### config.mk
export PLATFORM = sky130hd
export DESIGN_NAME = fwd_scoreboard
export DESIGN_NICKNAME = d
export VERILOG_FILES = /design/src/rtl/fwd_pkg.sv /design/src/rtl/fwd_match.sv /design/src/rtl/fwd_scoreboard.sv
export SDC_FILE = /design/constraint.sdc
export NUM_CORES = 1
export LEC_CHECK = 0
export CORE_MARGIN = 1.5
export CORE_UTILIZATION = 45
export CTS_BUF_LIST = sky130_fd_sc_hd__clkbuf_8 sky130_fd_sc_hd__clkbuf_16
export DETAILED_ROUTE_END_ITERATION = 12
export DONT_BUFFER_PORTS = 1
export HOLD_SLACK_MARGIN = 0.08
export PLACE_DENSITY = 0.59
export SYNTH_ARGS = -nofsm -noshare
export SYNTH_HDL_FRONTEND = slang
export SYNTH_SLANG_ARGS = --single-unit
### constraint.sdc
create_clock -name clk -period 3 [get_ports clk]
set_clock_uncertainty 0.05 [all_clocks]
set_input_delay 0.6 -clock clk [delete_from_list [all_inputs] [get_ports clk]]
set_output_delay 0.6 -clock clk [all_outputs]
set_load 0.01 [all_outputs]
### src/rtl/fwd_pkg.sv
// fwd_pkg: shared types and helpers for the forwarding scoreboard.
//   fwd_entry_t    - one scoreboard slot {valid, rd, load}
//   fwd_state_t    - issue-control FSM states
//   fwd_sel_width  - width of a forwarding select for a given depth
// Destination addresses are stored zero-extended to FWD_RD_W bits, so
// REG_AW may be at most FWD_RD_W.
package fwd_pkg;

    localparam int FWD_RD_W = 8;

    typedef struct packed {
        logic                valid;
        logic [FWD_RD_W-1:0] rd;
        logic                load;
    } fwd_entry_t;

    typedef enum logic [1:0] {
        ST_RUN   = 2'd0,
        ST_STALL = 2'd1,
        ST_FLUSH = 2'd2
    } fwd_state_t;

    // Select 0 means register file, 1..depth means a pipeline stage.
    function automatic int fwd_sel_width(input int depth);
        return $clog2(depth + 1);
    endfunction

endpackage

### src/rtl/fwd_match.sv
// fwd_match: priority matcher for one source operand.
// Finds the youngest valid scoreboard entry whose destination equals the
// source and decides whether its result can be forwarded yet.
// Ports:
//   src, src_use - source register address and "operand is read" flag
//   ents         - scoreboard, ents[k-1] is the instruction k cycles past issue
//   stg_data     - per-stage results, slice k-1 belongs to stage k
//   sel, data    - forwarding select (0 = register file) and forwarded value
//   hazard       - youngest match is a load whose data is not ready yet
module fwd_match
    import fwd_pkg::*;
#(
    parameter int REG_AW   = 5,
    parameter int DATA_W   = 32,
    parameter int DEPTH    = 3,
    parameter int LOAD_LAT = 1
) (
    input  logic [REG_AW-1:0]               src,
    input  logic                            src_use,
    input  fwd_entry_t [DEPTH-1:0]          ents,
    input  logic [DEPTH*DATA_W-1:0]         stg_data,
    output logic [fwd_sel_width(DEPTH)-1:0] sel,
    output logic [DATA_W-1:0]               data,
    output logic                            hazard
);

    localparam int SEL_W = fwd_sel_width(DEPTH);

    logic found;

    // Scan from youngest (stage 1) to oldest; the first hit shadows any
    // older writer of the same register. r0 is hardwired and never matches.
    always_comb begin
        sel    = '0;
        data   = '0;
        hazard = 1'b0;
        found  = 1'b0;
        if (src_use && (src != '0)) begin
            for (int k = 1; k <= DEPTH; k++) begin
                if (!found && ents[k-1].valid &&
                    (ents[k-1].rd == FWD_RD_W'(src))) begin
                    found = 1'b1;
                    if (!ents[k-1].load || (k > LOAD_LAT)) begin
                        sel  = SEL_W'(k);
                        data = stg_data[(k-1)*DATA_W +: DATA_W];
                    end else begin
                        hazard = 1'b1;
                    end
                end
            end
        end
    end

endmodule

### src/rtl/fwd_scoreboard.sv
// fwd_scoreboard: register-hazard scoreboard with operand forwarding.
// Tracks the destinations of the last DEPTH issued instructions, steers
// both source operands to the youngest in-flight producer, stalls issue
// while a load result is not yet forwardable, and squashes the two
// youngest slots on a flush.
//
// Ports:
//   clk, rst                 - clock, synchronous active-high reset
//   iss_*                    - decode-stage instruction presented for issue
//   flush                    - taken branch/jump, squash younger work
//   stg_data                 - per-stage results, slice k-1 = stage k
//   iss_ready                - instruction accepted this cycle
//   fwd_sel0/1, fwd_data0/1  - forwarding select and value, rs and rt
//   stall_cnt, flush_cnt     - saturating performance counters
//
// Build option: define FWD_PERF_CNT_EN to implement the performance
// counters; otherwise they read as zero.
//
// FSM states:
//   state    | meaning
//   ST_RUN   | normal issue
//   ST_STALL | issue held by an unavailable load result
//   ST_FLUSH | one-cycle issue blackout after a flush
module fwd_scoreboard
    import fwd_pkg::*;
#(
    parameter int REG_AW   = 5,
    parameter int DATA_W   = 32,
    parameter int DEPTH    = 3,
    parameter int LOAD_LAT = 1
) (
    input  logic                            clk,
    input  logic                            rst,
    input  logic                            iss_valid,
    input  logic [REG_AW-1:0]               iss_rs,
    input  logic [REG_AW-1:0]               iss_rt,
    input  logic                            iss_rs_use,
    input  logic                            iss_rt_use,
    input  logic                            iss_wr,
    input  logic [REG_AW-1:0]               iss_rd,
    input  logic                            iss_load,
    input  logic                            flush,
    input  logic [DEPTH*DATA_W-1:0]         stg_data,
    output logic                            iss_ready,
    output logic [fwd_sel_width(DEPTH)-1:0] fwd_sel0,
    output logic [fwd_sel_width(DEPTH)-1:0] fwd_sel1,
    output logic [DATA_W-1:0]               fwd_data0,
    output logic [DATA_W-1:0]               fwd_data1,
    output logic [15:0]                     stall_cnt,
    output logic [15:0]                     flush_cnt
);

    fwd_entry_t [DEPTH-1:0] ents;
    fwd_entry_t [DEPTH-1:0] ents_nxt;
    fwd_entry_t             ent_new;
    fwd_state_t             state;
    fwd_state_t             state_nxt;
    logic                   hz0;
    logic                   hz1;
    logic                   hazard;
    logic                   issue_wr;

    fwd_match #(
        .REG_AW   (REG_AW),
        .DATA_W   (DATA_W),
        .DEPTH    (DEPTH),
        .LOAD_LAT (LOAD_LAT)
    ) u_match0 (
        .src      (iss_rs),
        .src_use  (iss_rs_use),
        .ents     (ents),
        .stg_data (stg_data),
        .sel      (fwd_sel0),
        .data     (fwd_data0),
        .hazard   (hz0)
    );

    fwd_match #(
        .REG_AW   (REG_AW),
        .DATA_W   (DATA_W),
        .DEPTH    (DEPTH),
        .LOAD_LAT (LOAD_LAT)
    ) u_match1 (
        .src      (iss_rt),
        .src_use  (iss_rt_use),
        .ents     (ents),
        .stg_data (stg_data),
        .sel      (fwd_sel1),
        .data     (fwd_data1),
        .hazard   (hz1)
    );

    assign hazard = hz0 | hz1;

    // A flush in the same cycle wins over the issue, so the instruction is
    // reported as not accepted.
    assign iss_ready = (state != ST_FLUSH) && !flush && !hazard;

    assign issue_wr = iss_valid && iss_ready && iss_wr && (iss_rd != '0);

    always_comb begin
        ent_new       = '0;
        ent_new.valid = issue_wr;
        ent_new.rd    = issue_wr ? FWD_RD_W'(iss_rd) : '0;
        ent_new.load  = issue_wr && iss_load;
    end

    // Older slots keep shifting on a flush; only the two youngest slots
    // belong to the squashed path and are dropped.
    always_comb begin
        ents_nxt = '0;
        for (int k = 1; k < DEPTH; k++) begin
            ents_nxt[k] = ents[k-1];
        end
        if (flush) begin
            ents_nxt[0] = '0;
            ents_nxt[1] = '0;
        end else begin
            ents_nxt[0] = ent_new;
        end
    end

    always_ff @(posedge clk) begin
        if (rst) begin
            ents <= '0;
        end else begin
            ents <= ents_nxt;
        end
    end

    always_comb begin
        state_nxt = state;
        if (flush) begin
            state_nxt = ST_FLUSH;
        end else begin
            case (state)
                ST_RUN:   if (iss_valid && !iss_ready) state_nxt = ST_STALL;
                ST_STALL: if (!(iss_valid && hazard))  state_nxt = ST_RUN;
                ST_FLUSH: state_nxt = ST_RUN;
                default:  state_nxt = ST_RUN;
            endcase
        end
    end

    always_ff @(posedge clk) begin
        if (rst) begin
            state <= ST_RUN;
        end else begin
            state <= state_nxt;
        end
    end

`ifdef FWD_PERF_CNT_EN
    always_ff @(posedge clk) begin
        if (rst) begin
            stall_cnt <= '0;
            flush_cnt <= '0;
        end else begin
            if (iss_valid && !iss_ready && (stall_cnt != 16'hFFFF)) begin
                stall_cnt <= stall_cnt + 16'd1;
            end
            if (flush && (flush_cnt != 16'hFFFF)) begin
                flush_cnt <= flush_cnt + 16'd1;
            end
        end
    end
`else
    assign stall_cnt = '0;
    assign flush_cnt = '0;
`endif

endmodule

Word-level counts from Yosys, hierarchy flattened
Cells that the tools add are included.
{"block": "word_totals", "word_cells": 94, "register_bits": 30}
{"block": "classes", "reduce_logical": 35, "eq_ne": 12, "n_bitwise": 2, "n_mux": 35}
{"operator": "32-bit two-way mux", "n": 9}
{"operator": "8-bit by 5-bit equality test with 1-bit output", "n": 6}
{"operator": "2-bit two-way mux", "n": 11}
{"operator": "1-bit logical AND", "n": 20}
{"operator": "5-bit nonzero test", "n": 3}
{"operator": "1-bit two-way mux", "n": 14}
{"operator": "1-bit zero test", "n": 7}
{"operator": "2-bit != test, second input constant", "n": 3}
{"operator": "3-bit != test, second input constant", "n": 2}
{"operator": "2-bit one-hot mux with 2 select lines", "n": 1}
{"operator": "2-bit AND reduction", "n": 2}
{"operator": "3-bit OR reduction", "n": 1}
{"operator": "2-bit by 1-bit equality test with 1-bit output, second input constant", "n": 1}
{"operator": "2-bit zero test", "n": 1}
{"operator": "2-bit OR reduction", "n": 1}
{"operator": "1-bit NOT", "n": 1}
{"operator": "1-bit OR", "n": 1}

Depth between registers and ports, before layout
Gate-level depths: netlist of run 1.
{"block": "depth", "ltp_word": 14, "ltp_mapped": 8, "mapped_depth_nobuf": 5}

Modules after synthesis
From an unflattened synthesis of run 1, not the netlist that was laid out.
{"block": "hier_totals", "cells_unflattened": 444, "area_unflattened_um2": 4080.2}
{"mod": "fwd_match", "n_inst": 2, "cells_per_inst": 179, "area_each_um2": 1557.7, "seq_area_each_um2": 0.0}
{"mod": "fwd_scoreboard", "n_inst": 1, "cells_per_inst": 86, "area_each_um2": 964.7, "seq_area_each_um2": 460.4}

Worst setup path before layout of run 1
OpenSTA, ideal clock, no wires.
{"block": "synth_path", "path_type": "input to output", "start": "in iss_rs[0]", "end": "out fwd_data0[0]", "slack_ps": 302, "required_time_ps": 2350, "t_arrival_ps": 2048, "path_buffers": 3, "path_stages": 7, "cell_sequence": "buf_2 > xnor2_1 > nand2_1 > or3_1 > clkbuf_1 > clkbuf_1 > a311oi_1"}
{"block": "synth_via", "elab_chain_cells": 14, "elab_cells_between_ends": 20, "classes_between": "3 x eq/ne; 8 x mux; 9 x reduce/logical"}
{"item": "start: declaration", "line": "fwd_scoreboard.sv:35", "text": "input logic [REG_AW-1:0] iss_rs,"}
{"item": "8-bit by 5-bit equality test with 1-bit output", "line": "fwd_match.sv:41", "text": "(ents[k-1].rd == FWD_RD_W'(src))) begin"}
{"item": "1-bit logical AND", "line": "fwd_match.sv:40", "text": "if (!found && ents[k-1].valid &&"}
{"item": "1-bit two-way mux", "line": "fwd_match.sv:40"}
{"item": "1-bit two-way mux", "line": "fwd_match.sv:38", "text": "if (src_use && (src != '0)) begin"}
{"item": "1-bit zero test", "line": "fwd_match.sv:40"}
{"item": "1-bit logical AND (2 in series)", "line": "fwd_match.sv:40"}
{"item": "1-bit two-way mux", "line": "fwd_match.sv:40"}
{"item": "1-bit two-way mux", "line": "fwd_match.sv:38"}
{"item": "1-bit zero test", "line": "fwd_match.sv:40"}
{"item": "1-bit logical AND (2 in series)", "line": "fwd_match.sv:40"}
{"item": "32-bit two-way mux", "line": "fwd_match.sv:40"}
{"item": "32-bit two-way mux (*)", "line": "fwd_match.sv:38"}
{"item": "end: declaration", "line": "fwd_scoreboard.sv:47", "text": "output logic [DATA_W-1:0] fwd_data0,"}
Mark *: on every way between the ends. The rest lies on a longest branch, timed or not. The select of a mux whose other input is x is not followed.

Worst setup path in the final report of run 1
{"block": "layout_path", "start": "reg ents[23] (netlist name)", "end": "out fwd_data0[29]"}
{"block": "layout_via", "elab_chain_cells": 4}
{"item": "8-bit by 5-bit equality test with 1-bit output", "line": "fwd_match.sv:41"}
{"item": "1-bit logical AND", "line": "fwd_match.sv:40"}
{"item": "32-bit two-way mux", "line": "fwd_match.sv:40"}
{"item": "32-bit two-way mux", "line": "fwd_match.sv:38"}
No other way between the ends.

==> impl_metrics.json, run 1 <==
{
  "clkPwrFrac_pct": 31.9,
  "ctsHoldBuffers": 0,
  "crit_path_end_kind": "output port",
  "dp_hpwl_um": 8540,
  "timing.setup.tns_ns": 0,
  "fin_cells": 626,
  "netlist_top_cells_area": "nand3_1 (20%), a311oi_1 (16%), dfxtp_1 (13%)",
  "power.share.sequential_pct": 45.8,
  "ys.warnings.count": 0,
  "crit_required_ns": 2.35,
  "async_flop_share_pct": 0,
  "cp-start-kind": "register",
  "fin_area_mm2": 0.00381,
  "grt_usage_pct": 28.4,
  "p_leak_nw": 1.28,
  "cts_buffer_depth": 2,
  "p_sw_mw": 0.197,
  "fin_nets": 650,
  "grt_max_degree": 62,
  "cts.sinks": 21,
  "ioPinCount": 220,
  "cts_tree": "done",
  "synth_cell_type_count": 36,
  "grt_antenna_before_repair": 0,
  "synth-edff-count": 0,
  "ys_ff_latch": 21,
  "synth_top_area_share_pct": 19.8,
  "wirelength_um": 11800,
  "ys_seq_area_share_pct": 13.0,
  "clkLatencyLatePin_ns": 0.26,
  "drc_errors": 0,
  "grt_pass1_vias": 3568,
  "pre_cts_ws_ns": 0.143,
  "n_antenna_cell": 0,
  "die_x_um": 87.7,
  "drive_above_1_share_pct": 19.8,
  "grt_overflow": 0,
  "portBuffers": 0,
  "crit_fanout": 11,
  "worst_ep_arrival_time_ns": 2.23,
  "wire_per_inst_um": 18.9,
  "final-max-slew-violation-count": 0,
  "yosys.area.top_type": "nand3_1",
  "vdd_drop_max_mv": 0.194,
  "place_inst": 622,
  "fin_crit_ns": 2.88,
  "hold_viol": 0,
  "p_int_mw": 0.424,
  "place_congestion": 0.871,
  "synthesis.area_mm2": 0.00323,
  "setup_viol": 0,
  "max-slew-margin-rel_pct": 63.5,
  "netlist_instances": 493,
  "cts.clk_slew.worst_paths_ns": 0.09,
  "total_power_mw": 0.621,
  "grt_pass1_wl_um": 17500,
  "max-cap-violations": 0,
  "routed_via_density": 6.39,
  "die_y_um": 87.7,
  "max_freq_ghz": 0.347,
  "fp.dieArea_mm2": 0.00770,
  "vias": 3998,
  "synth_flop_cell": "dfxtp_1",
  "first_pass_iters": 6,
  "cts_root_buf": "clkbuf_8",
  "postSynthAreaPerCell_um2": 6.55,
  "tightest_slew_ns": 0.547,
  "setup_slack_ns": 0.116,
  "place_area_mm2": 0.00375,
  "power_density_mw_per_mm2": 163,
  "synth_commonest_cells": "nand3_1 (128), nor2_1 (65), a311oi_1 (60), clkbuf_1 (40), nor2b_1 (36)",
  "postCtsSetupBuffers": 0,
  "cts-buffers-inserted": 3,
  "hp-class": "primary input to register",
  "row_count": 30,
  "drt-initial-drc-count": 326,
  "timing.final.crit_share_pct": 96.1,
  "htree_levels": 1,
  "synthToLayoutAreaGrowth_pct": 18.0,
  "fill_cells": 699,
  "yosysMostFrequentCell": "nand3_1",
  "power_frac_comb_pct": 22.3,
  "switching_share_pct": 31.8,
  "start_util_pct": 47.0,
  "crit_type": "register to output port",
  "ant_nets": 0,
  "rsz0062_at_grt": "false",
  "coreArea_mm2": 0.00687,
  "status": "complete, no violations"
}
## state kept, by name, summed over array words and instances, names as in the netlist
signal  cells
ents       19
state       2
## per-stage QoR
step | hold WS [ns] | utilization, %
CTS | 0.332 | 55.4
finish | 0.334 | 55.5
detailed placement | 0.359 | 54.6
floorplan | 0.338 | -
global route | 0.322 | 55.5
global placement | 0.354 | 54.6
## critical path, cell delays in order, from the launching register on
cell	delay, ns
dfxtp_1	0.35
xor2_1	0.16
nor3_1	0.28
o311a_1	0.31
buf_4	0.23
nand3_1	0.10
a311oi_2	0.35
buf_4	0.18
## cell usage in the layout, fill, tap and decap left out, drive strengths merged, types with 2 or more instances in the layout
| master | instances |
|---|---|
| clkbuf | 3 |
| conb | 32 |
| nand2 | 14 |
| or3 | 3 |
| xnor2 | 20 |
| nand3 | 128 |
| nor2 | 65 |
| xor2 | 10 |
| a211oi | 2 |
| or4 | 3 |
| nor4 | 2 |
| buf | 88 |
| o21ai | 2 |
| nor2b | 36 |
| a21oi | 3 |
| dfxtp | 21 |
| a311oi | 61 |
| nor4b | 5 |
| inv | 3 |
| and2 | 7 |
| a221oi | 4 |
| nor3 | 6 |
| a31oi | 4 |
## final cells by class
| cell class | count | area (um2) | share of cell area [%] |
|---|---|---|---|
| Clock buffer | 3 | 41.3 | 1.08 |
| Clock inverter | 1 | 7.51 | 0.197 |
| Inverter | 3 | 11.3 | 0.295 |
| Multi-Input combinational cell | 414 | 2490 | 65.2 |
| Sequential cell | 21 | 423 | 11.1 |
| Tap cell | 96 | 120 | 3.15 |
| Timing Repair Buffer | 88 | 723 | 19.0 |
## per-layer routing
layer	global-route usage, %	wire length [um]	vias up
met1	36.0	4700	1854
met4	7.94	255	0
met5	0	0	-
li1	-	-	1820
met3	5.84	1260	28
met2	48.6	5590	296
## power by group through the flow
stage	Clock, mW	Sequential [mW]	Combinational [mW]
after CTS	0.199	0.285	0.136
after detailed placement	0	0.291	0.135
after global placement	0	0.291	0.135
after floorplan	0	0.290	0.139
after global routing	0.216	0.285	0.150
final	0.198	0.285	0.139
## worst paths after layout
check | start | to | slack (ns) | cells past startpoint
max | ents[23] | fwd_data0[29] | 0.12 | 7
min reg2reg | state[1] | state[0] | 0.36 | 1
max reg2reg | ents[4] | state[0] | 0.96 | 5
min | rst | ents[29] | 0.33 | 1
## kinds of logic after synthesis
logic type / Yosys count / share of synthesized area, %
buf+inv: 89 / 14.7
xor+xnor: 30 / 8.13
simple gates: 272 / 42.1
flops: 21 / 13.0
other cells: 1 / 0.116
compound gates: 80 / 22.0
## timing repair
item                                   in CTS  in global routing
resized for setup                           0                  2
setup endpoints to repair                   0                 14
endpoints found under the hold margin       0                  0
(Power assumes the default switching activity.)
==> run 2, diff against run 1 <==
ABC_AREA = 1   (was not set)
TNS_END_PERCENT = 5   (was not set)
==> impl_metrics.json, run 2 <==
{
  "synth_top_family_by_area": "simple AND/OR/NAND/NOR gates",
  "die_y_um": 96.9,
  "max_freq_ghz": 0.362,
  "portBuffers": 0,
  "ys.warnings.count": 0,
  "synth_simple_gate_area_share_pct": 57.6,
  "critPathSlowestCell": "dfxtp_1",
  "cts_root_buf": "clkbuf_8",
  "total_power_mw": 0.637,
  "timing.final.crit_share_pct": 92.0,
  "synthXorXnorAreaFrac_pct": 0.221,
  "multi_input_area_mm2": 0.00264,
  "postCtsSetupBuffers": 0,
  "vias": 4519,
  "setup_viol": 0,
  "first_pass_iters": 5,
  "gr-usage-met3_pct": 4.19,
  "hold_depth": 1,
  "cts_buffer_depth": 2,
  "crit_type": "register to output port",
  "synthMuxAreaShare_pct": 0,
  "power_frac_comb_pct": 25.8,
  "final-max-slew-violation-count": 0,
  "critPathTopFamily": "simple AND/OR/NAND/NOR gates",
  "synth_flop_cell": "dfxtp_1",
  "netlist_instances": 856,
  "worstHoldEndpoint": "ents[25]",
  "regArea_um2": 420,
  "p_leak_nw": 2.50,
  "p_sw_mw": 0.215,
  "drt-initial-drc-count": 223,
  "postSynthAreaPerCell_um2": 4.64,
  "power_density_mw_per_mm2": 159,
  "cts.clk_slew.worst_paths_ns": 0.08,
  "mostFrequentLayoutCells": "nor2_1 (266), nand2_1 (250), inv_1 (132)",
  "yosysMostFrequentCell": "nor2_1",
  "synth_compound_area_share_pct": 5.67,
  "ys_ff_latch": 21,
  "max-cap-violations": 0,
  "ioPinCount": 220,
  "crit_required_ns": 2.35,
  "reg2reg_slack_ns": 1.43,
  "r2r-start": "ents[2]",
  "die_x_um": 96.9,
  "reg_top3": "ents x19, state x2",
  "ctsResizeCount": 0,
  "crit_top_cell": "nor2_1",
  "critical_path_buf_inv_count": 3,
  "cts.sinks": 21,
  "reg2reg_to": "ents[0]",
  "synth_commonest_cells": "nor2_1 (266), nand2_1 (250), inv_1 (132), buf_4 (43), nand4_1 (33)",
  "met2_usage_pct": 45.7,
  "clkLatencyLatePin_ns": 0.26,
  "yosys.area.top_type": "nor2_1",
  "p_int_mw": 0.423,
  "switching_share_pct": 33.7,
  "routed_via_density": 4.77,
  "n_antenna_cell": 0,
  "ctsHoldBuffers": 0,
  "grt_overflow": 0,
  "synthAdderAreaFrac_pct": 0,
  "ys_seq_area_share_pct": 10.6,
  "grt_pass1_vias": 4237,
  "fp.dieArea_mm2": 0.00939,
  "final_common_cell": "nor2_1",
  "fin_nets": 959,
  "cts_tree": "done",
  "htree_levels": 1,
  "start_util_pct": 46.0,
  "status": "complete, no violations",
  "cp_cell_sequence": "inv_1 -> nand2_1 -> nand2_1 -> nor2_1 -> nand3_2 -> clkinv_1 -> nand2_2 -> buf_12 -> nor2_1 -> nor2_1 -> nor2_1",
  "netlist_top_cells_area": "nor2_1 (25%), nand2_1 (24%), inv_1 (12%)",
  "drc_errors": 0,
  "synth_top_area_share_pct": 25.1,
  "grt_max_degree": 34,
  "vdd_drop_max_mv": 0.248,
  "drive_above_1_share_pct": 5.48,
  "fin_crit_ns": 2.76,
  "max_stage_delay_ns": 0.36,
  "fill_cells": 1059,
  "wire_per_inst_um": 13.1,
  "cts-buffers-inserted": 3,
  "async_flop_share_pct": 0,
  "rsz0062_at_grt": "false",
  "cp-start-kind": "register",
  "row_count": 34,
  "worst_ep_arrival_time_ns": 2.11,
  "synth-edff-count": 0,
  "place_congestion": 0.980,
  "crit_path_end_kind": "output port",
  "grt_antenna_before_repair": 0,
  "synthesis.area_mm2": 0.00397,
  "synthToLayoutAreaGrowth_pct": 0.788,
  "wirelength_um": 12400,
  "rr_worst_depth": 9,
  "pre_cts_ws_ns": 0.349,
  "grt_pass1_wl_um": 20800,
  "crit_fanout": 23,
  "largest_register_ffs": 19,
  "use_met1_pct": 35.0,
  "ant_nets": 0,
  "power.share.sequential_pct": 44.3,
  "dp_hpwl_um": 9540,
  "coreArea_mm2": 0.00864,
  "timing.setup.tns_ns": 0,
  "min_from": "rst",
  "synth_cell_type_count": 24,
  "busiest_layer": "met2",
  "hold_viol": 0,
  "grt_usage_pct": 26.2,
  "setup_slack_ns": 0.240,
  "clkPwrFrac_pct": 29.9,
  "regMostFlops": "ents",
  "hp-class": "primary input to register"
}
-- run 2: cell count changes after synthesis, sizes merged, moves of 36 or more --
| cell | change |
|---|---|
| a311oi | -61 |
| nor2 | +204 |
| nand2 | +238 |
| nand3 | -113 |
| nor2b | -36 |
| inv | +140 |
-- run 2: how the worst max path moves through the flow --
stage / endpoint / startpoint / slack (ns) / cells after the start
6_report: fwd_data0[18] / ents[15] / 0.24 / 11
5_1_grt: fwd_data0[17] / ents[15] / 0.1 / 11
4_1_cts: fwd_data0[18] / ents[15] / 0.26 / 11
3_5_place_dp: fwd_data0[18] / iss_rs[1] / 0.35 / 11
3_3_place_gp: fwd_data0[18] / iss_rs[3] / 0.35 / 11
2_1_floorplan: fwd_data1[1] / iss_rt[4] / 0.76 / 9
-- run 2: layout make-up --
cell class | instances | area share [%]
Clock buffer | 3 | 1.03
Inverter | 144 | 13.5
Tap cell | 108 | 3.38
Sequential cell | 21 | 10.5
Multi-Input combinational cell | 648 | 66.0
Timing Repair Buffer | 22 | 5.38
Clock inverter | 1 | 0.188
-- run 2: cells by family after synthesis --
logic type	Yosys count
compound gates	44
buf+inv	218
simple gates	571
xor+xnor	1
flops	21
other cells	1
-- run 2: power by group through the flow --
| stage | Clock (mW) | Sequential [mW] | Combinational (mW) |
|---|---|---|---|
| finish | 0.191 | 0.282 | 0.164 |
| global route | 0.212 | 0.283 | 0.190 |
| CTS | 0.192 | 0.282 | 0.164 |
| detailed placement | 0 | 0.289 | 0.163 |
| global placement | 0 | 0.289 | 0.163 |
| floorplan | 0 | 0.289 | 0.164 |
-- run 2: layer usage --
| layer | wire (um) | up-vias | share of wire [%] |
|---|---|---|---|
| met5 | 0 | - | 0 |
| met4 | 66 | 0 | 0.53 |
| met3 | 912 | 6 | 7.4 |
| met2 | 5860 | 208 | 47 |
| met1 | 5530 | 1888 | 45 |
| li1 | - | 2417 | - |
-- run 2: metrics by stage --
step	area, um2	utilization [%]	hold WS [ns]	cells
2_1_floorplan	4090	-	0.366	887
3_3_place_gp	3950	45.8	0.394	943
3_5_place_dp	3950	45.8	0.414	943
4_1_cts	4000	46.3	0.341	947
5_1_grt	4000	46.3	0.325	947
6_report	4000	46.3	0.346	947
==> RTL change 1, RTL diff (settings of run 2) <==
`REG_AW` is set to 5 in 2 places; all go to 4.
--- a/src/rtl/fwd_match.sv
+++ b/src/rtl/fwd_match.sv
@@ -12,3 +12,3 @@
 #(
-    parameter int REG_AW   = 5,
+    parameter int REG_AW   = 4,
     parameter int DATA_W   = 32,
--- a/src/rtl/fwd_scoreboard.sv
+++ b/src/rtl/fwd_scoreboard.sv
@@ -26,3 +26,3 @@
 #(
-    parameter int REG_AW   = 5,
+    parameter int REG_AW   = 4,
     parameter int DATA_W   = 32,
Interface: changed (resized iss_rd, iss_rs and iss_rt); port bits go from 220 to 217. No check against the original RTL was run, so the function may have changed too.
==> RTL change 1 against run 2 <==
Sequential cell count is 3 lower; power fell by 8.5%; area after synthesis fell by 13%; routed wire length down 0.86%; cell area is 14% lower; setup slack better by 0.035 ns; combinational power fell by 16%; largest cell class unchanged; largest power group unchanged.
==> RTL change 1: results (changes against run 2) <==
status finished clean; WL per Instance 16.16 um (+24%); clock share of power 34.8% (+4.9 points); DR iter-0 viols 258 (+16%); slowest stage delay, CP 0.33 ns (-0.03 ns); final core area utilization 46.67% (+0.34 points); Net Sw Frac 31.96% (-1.7 points); gr usage total 27.70% (+1.5 points); DR vias/cell 5.601 (+17%); sequential cell area 360.3 um2 (-14%); ClkCell Share 1.601% (+0.38 points); Inverters 63 (-56%); post-synthesis sequential area ratio 10.39% (-0.20 points); area taken by multi-input logic gates 2479 um2 (-6.2%); CTS sink count 18 (-14%); Setup Slack @ Placement 0.2775 ns (-0.07118 ns); synth cell count leaders 174 x nor2_1, 124 x nand2_1, 82 x nand3_1; Core Area 7370 um2 (-15%); pin count of the biggest net entering global routing 40 (+18%); number of global-route vias before repair 3909 (-7.7%); Final nets 777 (-19%); Non-clk bufs 23 (+4.5%); VDD IR max 204.5 uV (-18%); final-layout non-clock buffer area share 5.384% (+0.0054 points); combinational power share 23.6% (-2.2 points); Lkg Pwr 1.696 nW (-32%); placed cells 755 (-20%)
RTL change 1: cell families (layout without fill, tap and decap cells):
| kind of cell | count (synthesis) | in the layout | share of synthesized area, % |
|---|---|---|---|
| xor+xnor | 5 | 5 | 1.262 |
| flops | 18 | 18 | 10.39 |
| simple gates | 419 | 419 | 52.47 |
| buf+inv | 139 | 90 | 21.64 |
| other cells | 1 | 32 | 0.1081 |
| compound gates | 96 | 96 | 14.14 |
RTL change 1: final timing paths:
| check | from | endpoint | slack (ns) | depth (start not counted) |
|---|---|---|---|---|
| worst max register to register | ents[2] | ents[3] | 1.28 | 10 |
| worst min-delay path | rst | ents[21] | 0.35 | 1 |
| worst max-delay path | ents[2] | fwd_data0[30] | 0.27 | 11 |
| worst min register to register | ents[19] | ents[29] | 0.42 | 2 |
RTL change 1: routing by layer:
metal / track usage (%) / share of wire, %
met1: 32.31 / 38
met2: 51.25 / 50
met3: 5.303 / 10
met4: 7.161 / 1.8
met5: 0 / 0
==> RTL change 2, RTL diff (settings of run 2) <==
Without the edit above. The 3 states of `fwd_state_t` get a one-hot encoding in 3 bits.
--- a/src/rtl/fwd_pkg.sv
+++ b/src/rtl/fwd_pkg.sv
@@ -16,6 +16,6 @@
 
-    typedef enum logic [1:0] {
-        ST_RUN   = 2'd0,
-        ST_STALL = 2'd1,
-        ST_FLUSH = 2'd2
+    typedef enum logic [2:0] {
+        ST_RUN   = 3'b001,
+        ST_STALL = 3'b010,
+        ST_FLUSH = 3'b100
     } fwd_state_t;
Function: same outputs for any inputs over 10 cycles, from zero or initial values and one cycle with rst high; not proved beyond that.
==> RTL change 2 against run 2 <==
Die area decreased by 12%; first-iteration DRC count increased by 32%; sequential cell count increased by 1; routed wire length decreased by 6.4%; setup slack got worse by 0.024 ns; area after synthesis decreased by 12%; cell area decreased by 11%; power increased by 12%; critical endpoint is now fwd_data0[21]; largest cell class unchanged.
==> RTL change 2: results (changes against run 2) <==
status finished clean; reg2reg start ents[5]; # Post-CTS Setup Buffers 0 (unchanged); Yosys cell types 33 (+38%); CTS buffer count 3 (unchanged); synth cell count leaders 170 x nand2_1, 131 x nor2_1, 72 x inv_1; first-pass GRT wire length 18.37 mm (-12%); CP max stage cell dfxtp_1; fraction of layout cells with a size suffix above 1 8.067% (+2.6 points); hold slack 0.3267 ns (-0.01949 ns); syn_area_per_cell 5.218 um2 (+13%); post-synthesis sequential area ratio 12.60% (+2.0 points); initial antenna violation count 0 (unchanged); Max Fanout on Critical Path 20 (-13%); P_int 0.5097 mW (+21%); post-synthesis mux area share 0% (unchanged); Synth Area in XOR/XNOR 3.257% (+3.0 points); placed cells 752 (-20%); Vias 4102 (-9.2%); pin count of the biggest net entering global routing 34 (unchanged); R2R setup slack 1.37 ns (-0.06 ns); top post-synthesis cells by area nand2_1 18%, nor2_1 14%, dfxtp_1 13%; IO Port Bufs 0 (unchanged); FFs w/ async S/R, synth 0% (unchanged); Final nets 777 (-19%); crit path to fwd_data0[21]; Top FF cell, synth dfxtp_1; H-tree depth 1 (unchanged); number of global-route vias before repair 3796 (-10%); gp weighted congestion 0.9376 (-4.3%); Lkg Pwr 1.708 nW (-32%); later-pin clock latency in the skew report 0.28 ns (+0.02 ns); VDD IR max 179.6 uV (-28%); Largest regs ents (19), state (3); slowest stage delay, CP ~0.35 ns; Worst-path clk slew about 0.090 ns; Critical Path Start Type register; DR iter-0 viols 294 (+32%); reg2reg path depth 9 (unchanged); Compound-Gate Fraction of Synth Area 14.21% (+8.5 points); Detail Placement HPWL 9.038 mm (-5.3%); reg2reg end ents[1]; final cell count without fillers 756 (-20%); antenna cell count 0 (unchanged); Root Buffer clkbuf_8; CP Launch Point ents[23]; fmax 359.2 MHz (-0.86%); critical hold path startpoint rst; Yosys Warn Count 0 (unchanged); crit path DAT 2.13 ns (+0.02 ns); gr usage total 27.11% (+0.88 points); Placed Area 3497 um2 (-12%); Worst Hold End ents[25]; drt total wl 11.58 mm (-6.4%); Top Family by Delay on Critical Path simple AND/OR/NAND/NOR gates; Hold Path Depth 1 (unchanged); Setup Slack @ Placement 0.2755 ns (-0.07319 ns); drt pass-1 iters 5 (unchanged); Max Buffers Root-to-Sink 2 (unchanged)
==> RTL change 2: changes by cell type in the layout (fill, tap and decap cells not counted), sizes merged, moves of 2 or more <==
cell    delta
o21ai     -11
nor3       +4
nand2     -79
buf        +2
a31oi      +2
nor2     -134
o31ai      +3
nor4       +2
nand4     +10
o211ai     -2
xor2      +11
nand3      +9
inv       -61
a21oi     +58
==> RTL change 2: power by group through the flow <==
stage	Sequential (mW)	Combinational [mW]	Clock, mW
2_1_floorplan	0.303	0.136	0
3_3_place_gp	0.304	0.125	0
3_5_place_dp	0.304	0.126	0
4_1_cts	0.298	0.127	0.288
5_1_grt	0.298	0.146	0.302
6_report	0.298	0.127	0.289
==> RTL change 2: routing by layer <==
| metal | GRT usage (%) | wire [um] | vias up |
|---|---|---|---|
| met2 | 49.88 | 5684 | 202 |
| met3 | 6.281 | 1023 | 19 |
| met5 | 0 | 0 | - |
| met4 | 4.948 | 220 | 0 |
| met1 | 31.92 | 4651 | 1848 |
| li1 | - | - | 2033 |
==> RTL change 2: repair_timing <==
action | 4_1_cts | 5_1_grt
resized for setup | 0 | 2
endpoints found under the setup margin | 0 | 2
hold buffers | 0 | 0
endpoints found under the hold margin | 0 | 0
==> RTL change 2: layout make-up <==
type                    count  area, um2
multi-input cells         525       2415
repair buffers             24      205.2
clock inverters             1      30.03
well taps                  99      123.9
inverters                  82      315.3
clock buffers               3      41.29
flip-flops and latches     22      440.4
fillers                   865       3799
==> RTL change 2: kinds of logic (layout without fill, tap and decap cells) <==
family                    after synthesis  in the layout
xor gates and xnor gates               13             13
buffers and inverters                 154            110
DFF                                    22             22
AOI/OAI and AO/OA                      96             96
and+or+nand+nor                       384            384
other                                   1             32
